[src/rtl/reg_file_pkg.sv]
// Shared widths and constants for the processor register file.
package reg_file_pkg;

  localparam int DEF_DATA_W = 16;  // processor word width
  localparam int DEF_ADDR_W = 4;   // register index width
  localparam int REG_ZERO   = 0;   // index of the hardwired-zero register

endpackage : reg_file_pkg

[src/rtl/reg_file.sv]
// Register file: two combinational read ports, one clocked write port,
// register 0 hardwired to zero.
module reg_file
  import reg_file_pkg::*;
#(
  parameter int DATA_W = DEF_DATA_W,
  parameter int ADDR_W = DEF_ADDR_W
) (
  input  logic              CLK,
  input  logic              RST_N,
  input  logic              RegWrite,
  input  logic [ADDR_W-1:0] srcA,
  input  logic [ADDR_W-1:0] srcB,
  input  logic [ADDR_W-1:0] writeReg,
  input  logic [DATA_W-1:0] writeValue,
  output logic [DATA_W-1:0] ReadA,
  output logic [DATA_W-1:0] ReadB
);

  localparam int NREGS = 2 ** ADDR_W;
  localparam logic [ADDR_W-1:0] ZERO_IDX = ADDR_W'(REG_ZERO);

  logic [DATA_W-1:0] regs_q [NREGS];
  logic [DATA_W-1:0] regs_d [NREGS];

  // NOTE: every variable in always_comb gets a default first so no latch is inferred.
  always_comb begin
    regs_d = regs_q;
    if (RegWrite && (writeReg != ZERO_IDX)) begin
      regs_d[writeReg] = writeValue;
    end
  end

  // NOTE: this storage is a flop array, not a RAM macro, so clearing it on reset is intended.
  // NOTE: sequential state uses non-blocking assignments only.
  always_ff @(posedge CLK) begin
    if (!RST_N) begin
      for (int i = 0; i < NREGS; i++) begin
        regs_q[i] <= '0;
      end
    end else begin
      regs_q <= regs_d;
    end
  end

  // Register 0 is forced to zero at the read mux, so its storage is never observed.
  assign ReadA = (srcA == ZERO_IDX) ? '0 : regs_q[srcA];
  assign ReadB = (srcB == ZERO_IDX) ? '0 : regs_q[srcB];

endmodule : reg_file

[config.mk]
export PLATFORM = sky130hd
export DESIGN_NAME = reg_file
export DESIGN_NICKNAME = d
export VERILOG_FILES = /design/src/rtl/reg_file_pkg.sv /design/src/rtl/reg_file.sv
export SDC_FILE = /design/constraint.sdc
export NUM_CORES = 1
export LEC_CHECK = 0
export CAP_MARGIN = 20
export CORE_MARGIN = 10
export CORE_UTILIZATION = 55
export DETAILED_ROUTE_END_ITERATION = 16
export PLACE_DENSITY = 0.85
export SKIP_LAST_GASP = 1
export SYNTH_ARGS = -nofsm -noshare
export SYNTH_HDL_FRONTEND = slang
export SYNTH_SLANG_ARGS = --single-unit
[constraint.sdc]
create_clock -name CLK -period 1.8 [get_ports CLK]
set_input_delay 0.27 -clock CLK [delete_from_list [all_inputs] [get_ports CLK]]
set_output_delay 0.27 -clock CLK [all_outputs]
set_load 0.005 [all_outputs]
After elaboration in Yosys (flattened, before gate mapping)
Cells that the tools add are included.
{ "op_classes": {"reduce_logical": 5, "muxes": 11, "n_bitwise": 3, "order_cmp": 4} }
{ "op_table": {"columns": ["cell", "count"], "rows": [
  ["256-bit bitwise mux", 1],
  ["16-bit binary-select mux with 4-bit select", 2],
  ["16-bit 2-to-1 mux", 7],
  ["16-bit demux with 4-bit select", 1],
  ["5-bit greater-or-equal comparator (second input constant)", 3],
  ["4-bit inverter with 5-bit output", 3],
  ["4-bit zero test", 2],
  ["5-bit by 1-bit < comparator with 1-bit output (second input constant)", 1],
  ["4-bit nonzero test", 1],
  ["1-bit logical AND", 2]
]} }
{ "totals": {"register_bits": 256, "output_inout_bits": 32, "wordCells": 39, "in_bits": 31} }

Logic depth before layout (Yosys ltp)
Gate-level depths: netlist of the first run.
{ "depth": {"word_depth": 6, "depth_mapped": 6, "ltp_nobuf": 4} }

Worst setup path before layout of the first run
OpenSTA, ideal clock, no wires.
{ "synth_path": {"path_kind": "input port to output port", "start": "in srcA[1]", "end": "out ReadA[10]", "setup_slack_ns": 0.035, "arrival_ns": 1.495, "stages": 5, "required_ns": 1.530, "n_path_buf": 2, "cell_sequence": "buf_2 buf_1 mux2_2 a221oi_1 nor3_1"} }
{ "synth_via": {"elab_chain_len": 5, "word_cells_on_any_way": 6, "classes_between": "mux: 4; bitwise: 1; reduce/logical: 1"} }
{ "synth_lines": {"columns": ["item", "line_no", "rtl"], "rows": [
  ["start: declaration", "reg_file.sv:12", "input logic [ADDR_W-1:0] srcA,"],
  ["4-bit inverter with 5-bit output (implied by the code)", "reg_file.sv:47", "assign ReadA = (srcA == ZERO_IDX) ? '0 : regs_q[srcA];"],
  ["16-bit binary-select mux with 4-bit select", "reg_file.sv:47", null],
  ["16-bit 2-to-1 mux (implied by the code) (2 in a row)", "reg_file.sv:47", null],
  ["16-bit 2-to-1 mux *", "reg_file.sv:47", null],
  ["end: declaration", "reg_file.sv:16", "output logic [DATA_W-1:0] ReadA,"]
]} }
Mark *: on every way between the ends. The rest lies on a longest branch, timed or not. The select of a mux whose other input is x is not followed.

Worst setup path in the final report of the first run
{ "layout_path": {"start": "reg regs_q[165] in the netlist's numbering", "end": "out ReadA[5]"} }
{ "layout_via": {"elab_chain_len": 4} }
{ "layout_lines": {"columns": ["item", "line_no", "rtl"], "rows": [
  ["start: declaration", "reg_file.sv:23", "logic [DATA_W-1:0] regs_q [NREGS];"],
  ["start signal: assignment", "reg_file.sv:42", "regs_q <= regs_d;"],
  ["16-bit binary-select mux with 4-bit select", "reg_file.sv:47", null],
  ["16-bit 2-to-1 mux (implied by the code) (2 in a row)", "reg_file.sv:47", null],
  ["16-bit 2-to-1 mux", "reg_file.sv:47", null]
]} }
Every way passes these cells. The select of a mux whose other input is x is not followed.

==> metrics.md, run 1 <==
| Metric | Value |
|---|---|
| Failing checks | negative setup slack |
| Vias post-DR | 12.65k |
| Routed WL per cell | 25.94 um |
| Worst setup SP type | flip-flop |
| Area Overhead vs Synth | 26.21% |
| Port Buffers | 62 |
| Outcome | finished, violations left |
| #FFs+latches synth | 240 |
| Gpl congestion | 0.9555 |
| Arrival @ worst endpoint | 1.94 ns |
| Layout Skew | 0 ns |
| Dominant cells by area after synthesis | dfxtp_1 38%, mux4_2 17%, nand2_1 15% |
| Routed WL | 47.31 mm |
| Synth warn | 0 |
| Crit path capture type | output port |
| Worst Path Required | 1.53 ns |
| Cells after DPL | 1761 |
| Worst setup margin | -0.4124 ns |
| Drc violations | 0 |
| Pwr dens | 770.4 nW/um2 |
| H-Tree Depth | 1 |
| Highest metal used | met5 |
| Final core occ | 70.13% |
| IO Pins | 63 |
| Initial antenna violation count | 3 |
| Via-per-instance ratio | 6.935 |
| Clock Latency Late Sink | 0.54 ns |
| Final setup vio count | 32 |
| Top FF cell, synth | dfxtp_1 |
| Register area share after synthesis | 38.31% |
| Met1 WL | 15.59 mm |
| HP Class | input port to flip-flop |
| Worst-path clk slew | 0.07 ns |
| Syn Nets | 1422 |
| Final hold viol count | 0 |
| Crit share post-route | 122.9% |
| Clock Path Buffers | 3 |
| Synth top area share | 38.31% |
| Drt first-iter violations | 2461 |
| Synth async-reset ratio | 0% |
| Die height | 171.0 um |
| Total Power | 12.19 mW |
| Routed length on met2 | 21.09 mm |
| Clock Sinks | 240 |
| Num CTS Buffers | 25 |
| Largest net degree at the start of global routing | 114 |
| Unique masters post-synth | 30 |
| Hpwl dp | 28.53 mm |
| P_leak | 5.599 nW |
| Fmax | 452.0 MHz |
| Area leader, netlist | dfxtp_1 |
| Critical path fanouts, max | 3 |
| Max Slew Vio Count | 0 |
| Worst VDD drop | 0.0005525 V |
| Slew @ Worst Pin | 0.4499 ns |
| Initial Util | 55.57% |
| Critical path class | flip-flop to output port |
| TritonRoute pass-1 iters | 7 |
| Reg with most FFs | regs_q |
| Max-slew headroom | 70.00% |
| Number of flops mapped to enable cells by yosys | 0 |
| Max reg flops | 240 |
| Die area | 29240 um2 |
| All-Layer GR Usage | 31.04% |
| Die Span X | 171.0 um |
| RSZ-0062 raised after global routing | true |
| Non-filler cells, final | 1824 |
| Global-route wire length before repair | 70.24 mm |
| Mean Syn Cell Area | 9.017 um2 |
| Number of nets with antenna violations after routing | 0 |
| # Max-Cap Violations | 0 |
| Final nets | 1550 |
| Global route overflow | 0 |
| CTS tree | built |
| Fill count | 1447 |
| Synth Cell Area | 12540 um2 |
| Final worst path period need | 2.212 ns |
| FP Rows | 55 |
| Post-Syn Instances | 1391 |
| Pre-CTS setup slack | -0.6622 ns |
| Biggest regs | regs_q (240) |
| Vias in the first global route | 12.50k |
| Layout cells sized above 1 | 31.38% |
| WL met3 | 6.676 mm |
| CTS root buffer | clkbuf_16 |
| Core Area | 22570 um2 |
## cell usage after synthesis (all sizes together) (3+ instances only)
cell,number
a221oi,30
or3,3
nand2b,6
dfxtp,240
nand3,5
buf,40
a21boi,240
clkbuf,82
o22ai,30
nor2b,4
nor2,42
nor3,33
mux2,32
nand2,491
mux4,96
## cells in the final DEF, fill, tap and decap left out, drive strengths merged, types with 2 or more instances in the layout
cell type / count
nor2: 42
buf: 197
dfxtp: 240
nor3: 33
o21ai: 2
mux2i: 2
or3: 3
a221oi: 30
diode: 3
mux2: 32
or2: 2
a21boi: 240
nor2b: 4
nand3: 5
nand2: 491
nand3b: 2
dlygate4sd2: 4
a21oi: 2
o22ai: 30
a221o: 2
clkbuf: 35
clkinv: 7
clkdlybuf4s50: 21
nand2b: 6
and3b: 2
mux4: 96
## worst max-delay path, stage by stage, from the launching register on
cell	delay [ns]
dfxtp_1	0.37
mux4_2	0.58
o22ai_4	0.22
nor3_2	0.09
buf_2	0.15
## power breakdown
group / leakage [nW] / switching [mW] / internal (mW)
Combinational: 3.24 / 0.892 / 0.746
Clock: 0.398 / 2.19 / 2.93
Sequential: 1.96 / 0.0575 / 5.38
## cells by family after synthesis
| logic type | after synthesis | share of synthesized area (%) |
|---|---|---|
| AO/OA/AOI/OAI | 306 | 18.28 |
| AND/OR/NAND/NOR | 593 | 18.97 |
| multiplexers | 130 | 20.27 |
| flip-flops | 240 | 38.31 |
| buffers and inverters | 122 | 4.170 |
## what timing repair did
action / 4_1_cts / 5_1_grt
pin swaps: 35 / 23
gates resized for setup: 216 / 39
gates cloned: 1 / 0
buffers inserted: 15 / 1
hold buffers: 0 / 0
setup endpoints to repair: 32 / 33
## final cells by class
type	count	area [um2]	share of cell area, %
clock buffers	35	723.2	4.569
flip-flops and latches	240	4860	30.70
clock inverters	9	72.57	0.4585
multi-input cells	1029	7634	48.23
repair buffers	223	2176	13.75
diodes	3	7.507	0.04743
well taps	285	356.6	2.253
## metrics by stage
stage,setup TNS (ns),instance area [um2],hold slack [ns]
after detailed placement,-53.65,14540,0.4606
after global placement,-41.41,14540,0.4510
after CTS,-6.947,15670,0.2853
after floorplan,0,12540,0.4048
final,-7.458,15830,0.2796
after global routing,-8.108,15830,0.3064
## layer usage
metal / global-route usage [%] / vias up
li1: - / 5144
met1: 36.46 / 5962
met2: 48.42 / 1153
met3: 8.571 / 389
met4: 21.59 / 2
met5: 0 / -
## final timing paths
check | startpoint | endpoint | slack (ns) | cells after the start
worst min-delay path | RST_N | regs_q[210]$_SDFFE_PN0P_ | 0.28 | 3
worst max-delay path | regs_q[165]$_SDFFE_PN0P_ | ReadA[5] | -0.41 | 4
worst max register to register | regs_q[211]$_SDFFE_PN0P_ | regs_q[211]$_SDFFE_PN0P_ | 0.93 | 2
worst min register to register | regs_q[142]$_SDFFE_PN0P_ | regs_q[142]$_SDFFE_PN0P_ | 0.47 | 2
Power figures use the tool's default switching activity.
==> inputs of run 2 (changes only) <==
--- a/config.mk
+++ b/config.mk
@@ -6,10 +6,12 @@
 export NUM_CORES = 1
 export LEC_CHECK = 0
 export CAP_MARGIN = 20
+export CELL_PAD_IN_SITES_DETAIL_PLACEMENT = 0
+export CELL_PAD_IN_SITES_GLOBAL_PLACEMENT = 1
 export CORE_MARGIN = 10
-export CORE_UTILIZATION = 55
+export CORE_UTILIZATION = 42
 export DETAILED_ROUTE_END_ITERATION = 16
-export PLACE_DENSITY = 0.85
+export PLACE_DENSITY = 0.84
 export SKIP_LAST_GASP = 1
 export SYNTH_ARGS = -nofsm -noshare
 export SYNTH_HDL_FRONTEND = slang
==> run 2 against run 1 <==
Compared with the run above: critical endpoint is now ReadB[7]; clock skew stayed put; design area is 1.4% higher; non-clock buffer count is 8 lower; the run still ends with negative setup slack left; global-route usage is 8.9 points lower; highest routed layer is now met4; largest cell class unchanged.
==> metrics.md, run 2 (same netlist as run 1, synthesis figures left out) <==
| Metric | Value |
|---|---|
| Outcome | finished, violations left (unchanged) |
| Failing checks | negative setup slack (unchanged) |
| Vias post-DR | 11.35k (was 12.65k) |
| Worst hold margin | 0.1134 ns (was 0.2796 ns) |
| Largest net degree at the start of global routing | 86 (was 114) |
| Cts hold-fix bufs | 0 (unchanged) |
| Initial antenna violation count | 0 (was 3) |
| Number of nets with antenna violations after routing | 0 (unchanged) |
| H-Tree Depth | 1 (unchanged) |
| Global-route wire length before repair | 64.57 mm (was 70.24 mm) |
| Commonest non-fill, non-tap cells in the layout | 491 x nand2_1, 227 x a21boi_0, 195 x dfxtp_1 (was 491 x nand2_1, 226 x a21boi_0, 198 x dfxtp_1) |
| Footprint of the multi-input gates | 7745 um2 (was 7634 um2) |
| Worst hold start | RST_N (unchanged) |
| Clock Sinks | 240 (unchanged) |
| Register area | 4861 um2 (was 4860 um2) |
| Biggest regs | regs_q (240) (unchanged) |
| Layout Skew | 0 ns (unchanged) |
| Slew @ Worst Pin | 0.6191 ns (was 0.4499 ns) |
| Slowest cell on the critical path | mux4_2 (unchanged) |
| TritonRoute pass-1 iters | 5 (was 7) |
| Crit path launch | regs_q[183]$_SDFFE_PN0P_ (was regs_q[165]$_SDFFE_PN0P_) |
| RSZ-0062 raised after global routing | true (unchanged) |
| Final nets | 1542 (was 1550) |
| Core Area | 29560 um2 (was 22570 um2) |
| Worst VDD drop | 0.0008276 V (was 0.0005525 V) |
| Final core occ | 54.32% (was 70.13%) |
| Clock Latency Late Sink | 0.53 ns (was 0.54 ns) |
| CTS tree | built (unchanged) |
| Fmax | 475.1 MHz (was 452.0 MHz) |
| FP Rows | 63 (was 55) |
| Worst-path clk slew | 0.06 ns (was 0.07 ns) |
| HP Class | input port to flip-flop (unchanged) |
| Num CTS Buffers | 25 (unchanged) |
| Hpwl dp | 28.27 mm (was 28.53 mm) |
| Final hold viol count | 0 (unchanged) |
| Max-slew headroom | 58.60% (was 70.00%) |
| Final worst path period need | 2.105 ns (was 2.212 ns) |
| Layout cells sized above 1 | 31.72% (was 31.38%) |
| Worst Path Required | 1.53 ns (about the same) |
| Routed WL | 42.07 mm (was 47.31 mm) |
| Drt first-iter violations | 1096 (was 2461) |
| Final setup vio count | 32 (unchanged) |
| Critical path class | flip-flop to output port (unchanged) |
| Reg with most FFs | regs_q (unchanged) |
| Largest stage delay on the critical path | 0.49 ns (was 0.58 ns) |
| Vias in the first global route | 11.35k (was 12.50k) |
| Clock Path Buffers | 3 (unchanged) |
| Port Buffers | 62 (unchanged) |
| Worst setup margin | -0.3048 ns (was -0.4124 ns) |
| Pwr dens | 782.8 nW/um2 (was 770.4 nW/um2) |
| P_leak | 5.594 nW (was 5.599 nW) |
| Crit-path cells | mux4_2 > o22ai_2 > buf_6 > nor3_2 > buf_2 (was mux4_2 > o22ai_4 > nor3_2 > buf_2) |
| Max reg flops | 240 (unchanged) |
| Arrival @ worst endpoint | 1.83 ns (was 1.94 ns) |
| Routed WL per cell | 21.96 um (was 25.94 um) |
| Die height | 192.8 um (was 171.0 um) |
| All-Layer GR Usage | 22.15% (was 31.04%) |
| R2r startpoint | regs_q[185]$_SDFFE_PN0P_ (was regs_q[211]$_SDFFE_PN0P_) |
| Crit share post-route | 116.9% (was 122.9%) |
| Drc violations | 0 (unchanged) |
| Critical path fanouts, max | 3 (unchanged) |
| Global route overflow | 0 (unchanged) |
| Via-per-instance ratio | 5.923 (was 6.935) |
| Die Span X | 192.8 um (was 171.0 um) |
| Initial Util | 42.43% (was 55.57%) |
| CTS root buffer | clkbuf_16 (unchanged) |
| # Max-Cap Violations | 0 (unchanged) |
| Max Slew Vio Count | 0 (unchanged) |
| Fill count | 2570 (was 1447) |
| # diodes | 0 (was 3) |
| Worst setup SP type | flip-flop (unchanged) |
| Commonest non-fill, non-tap cell in the layout | nand2_1 (unchanged) |
| Crit path capture type | output port (unchanged) |
| IO Pins | 63 (unchanged) |
| Die area | 37170 um2 (was 29240 um2) |
| Gpl congestion | 0.9279 (was 0.9555) |
| Area Overhead vs Synth | 28.03% (was 26.21%) |
==> run 2: changes by cell type in the layout (fill, tap and decap cells not counted), sizes merged <==
cell,delta
bufinv,+3
diode,-3
clkbuf,-1
buf,-8
dlymetal6s2s,+1
dlygate4sd2,-1
clkinv,-3
bufbuf,-1
==> run 2: what timing repair did <==
item / CTS / global route
buffers inserted: 4 / 7
setup endpoints to repair: 32 / 32
gates cloned: 0 / 1
resized for setup: 232 / 45
pin swaps: 36 / 28
==> run 2: stage by stage <==
| stage | total power, mW | area, um2 | setup slack, ns | cells | setup TNS (ns) |
|---|---|---|---|---|---|
| after floorplan | 6.262 | 12540 | 0.03466 | 1391 | 0 |
| after global placement | 7.025 | 14660 | -0.6776 | 1865 | -43.58 |
| after detailed placement | 7.041 | 14660 | -0.7314 | 1865 | -52.41 |
| after CTS | 12.53 | 15860 | -0.3499 | 1908 | -8.198 |
| after global routing | 12.90 | 16060 | -0.3543 | 1916 | -8.507 |
| final | 12.57 | 16060 | -0.3048 | 1916 | -7.352 |
==> run 2: power by group <==
part	switching [mW]	internal (mW)	leakage [nW]
sequential	0.0518	5.38	1.96
combinational	0.861	0.751	3.21
clock	2.22	3.30	0.420
==> run 2: worst paths after layout <==
check,end,slack (ns),cells after the start
setup reg to reg,regs_q[185]$_SDFFE_PN0P_,1.03,3
setup / recovery,ReadB[7],-0.30,5
hold reg to reg,regs_q[143]$_SDFFE_PN0P_,0.47,2
hold / removal,regs_q[83]$_SDFFE_PN0P_,0.11,2
==> run 2: final cells by class <==
class	instances	share of cell area (%)
clock inverters	9	0.9194
flip-flops and latches	240	30.27
repair buffers	215	13.14
clock buffers	33	4.395
multi-input cells	1029	48.23
well taps	390	3.039
==> run 2: layer usage <==
metal / routed length, um / global-route usage (%) / up-vias
met5: 0 / 0 / -
met1: 17890 / 29.96 / 5584
met4: 1589 / 8.140 / 0
met3: 3209 / 3.433 / 112
met2: 19380 / 35.08 / 534
li1: - / - / 5119
==> run 2: worst max-delay path: cells and delay by family (launching register included) <==
| kind | cells | cell delay, ns |
|---|---|---|
| muxes | 1 | 0.49 |
| DFF | 1 | 0.33 |
| buffers and inverters | 2 | 0.28 |
| AOI/OAI and AO/OA | 1 | 0.17 |
| and+or+nand+nor | 1 | 0.04 |
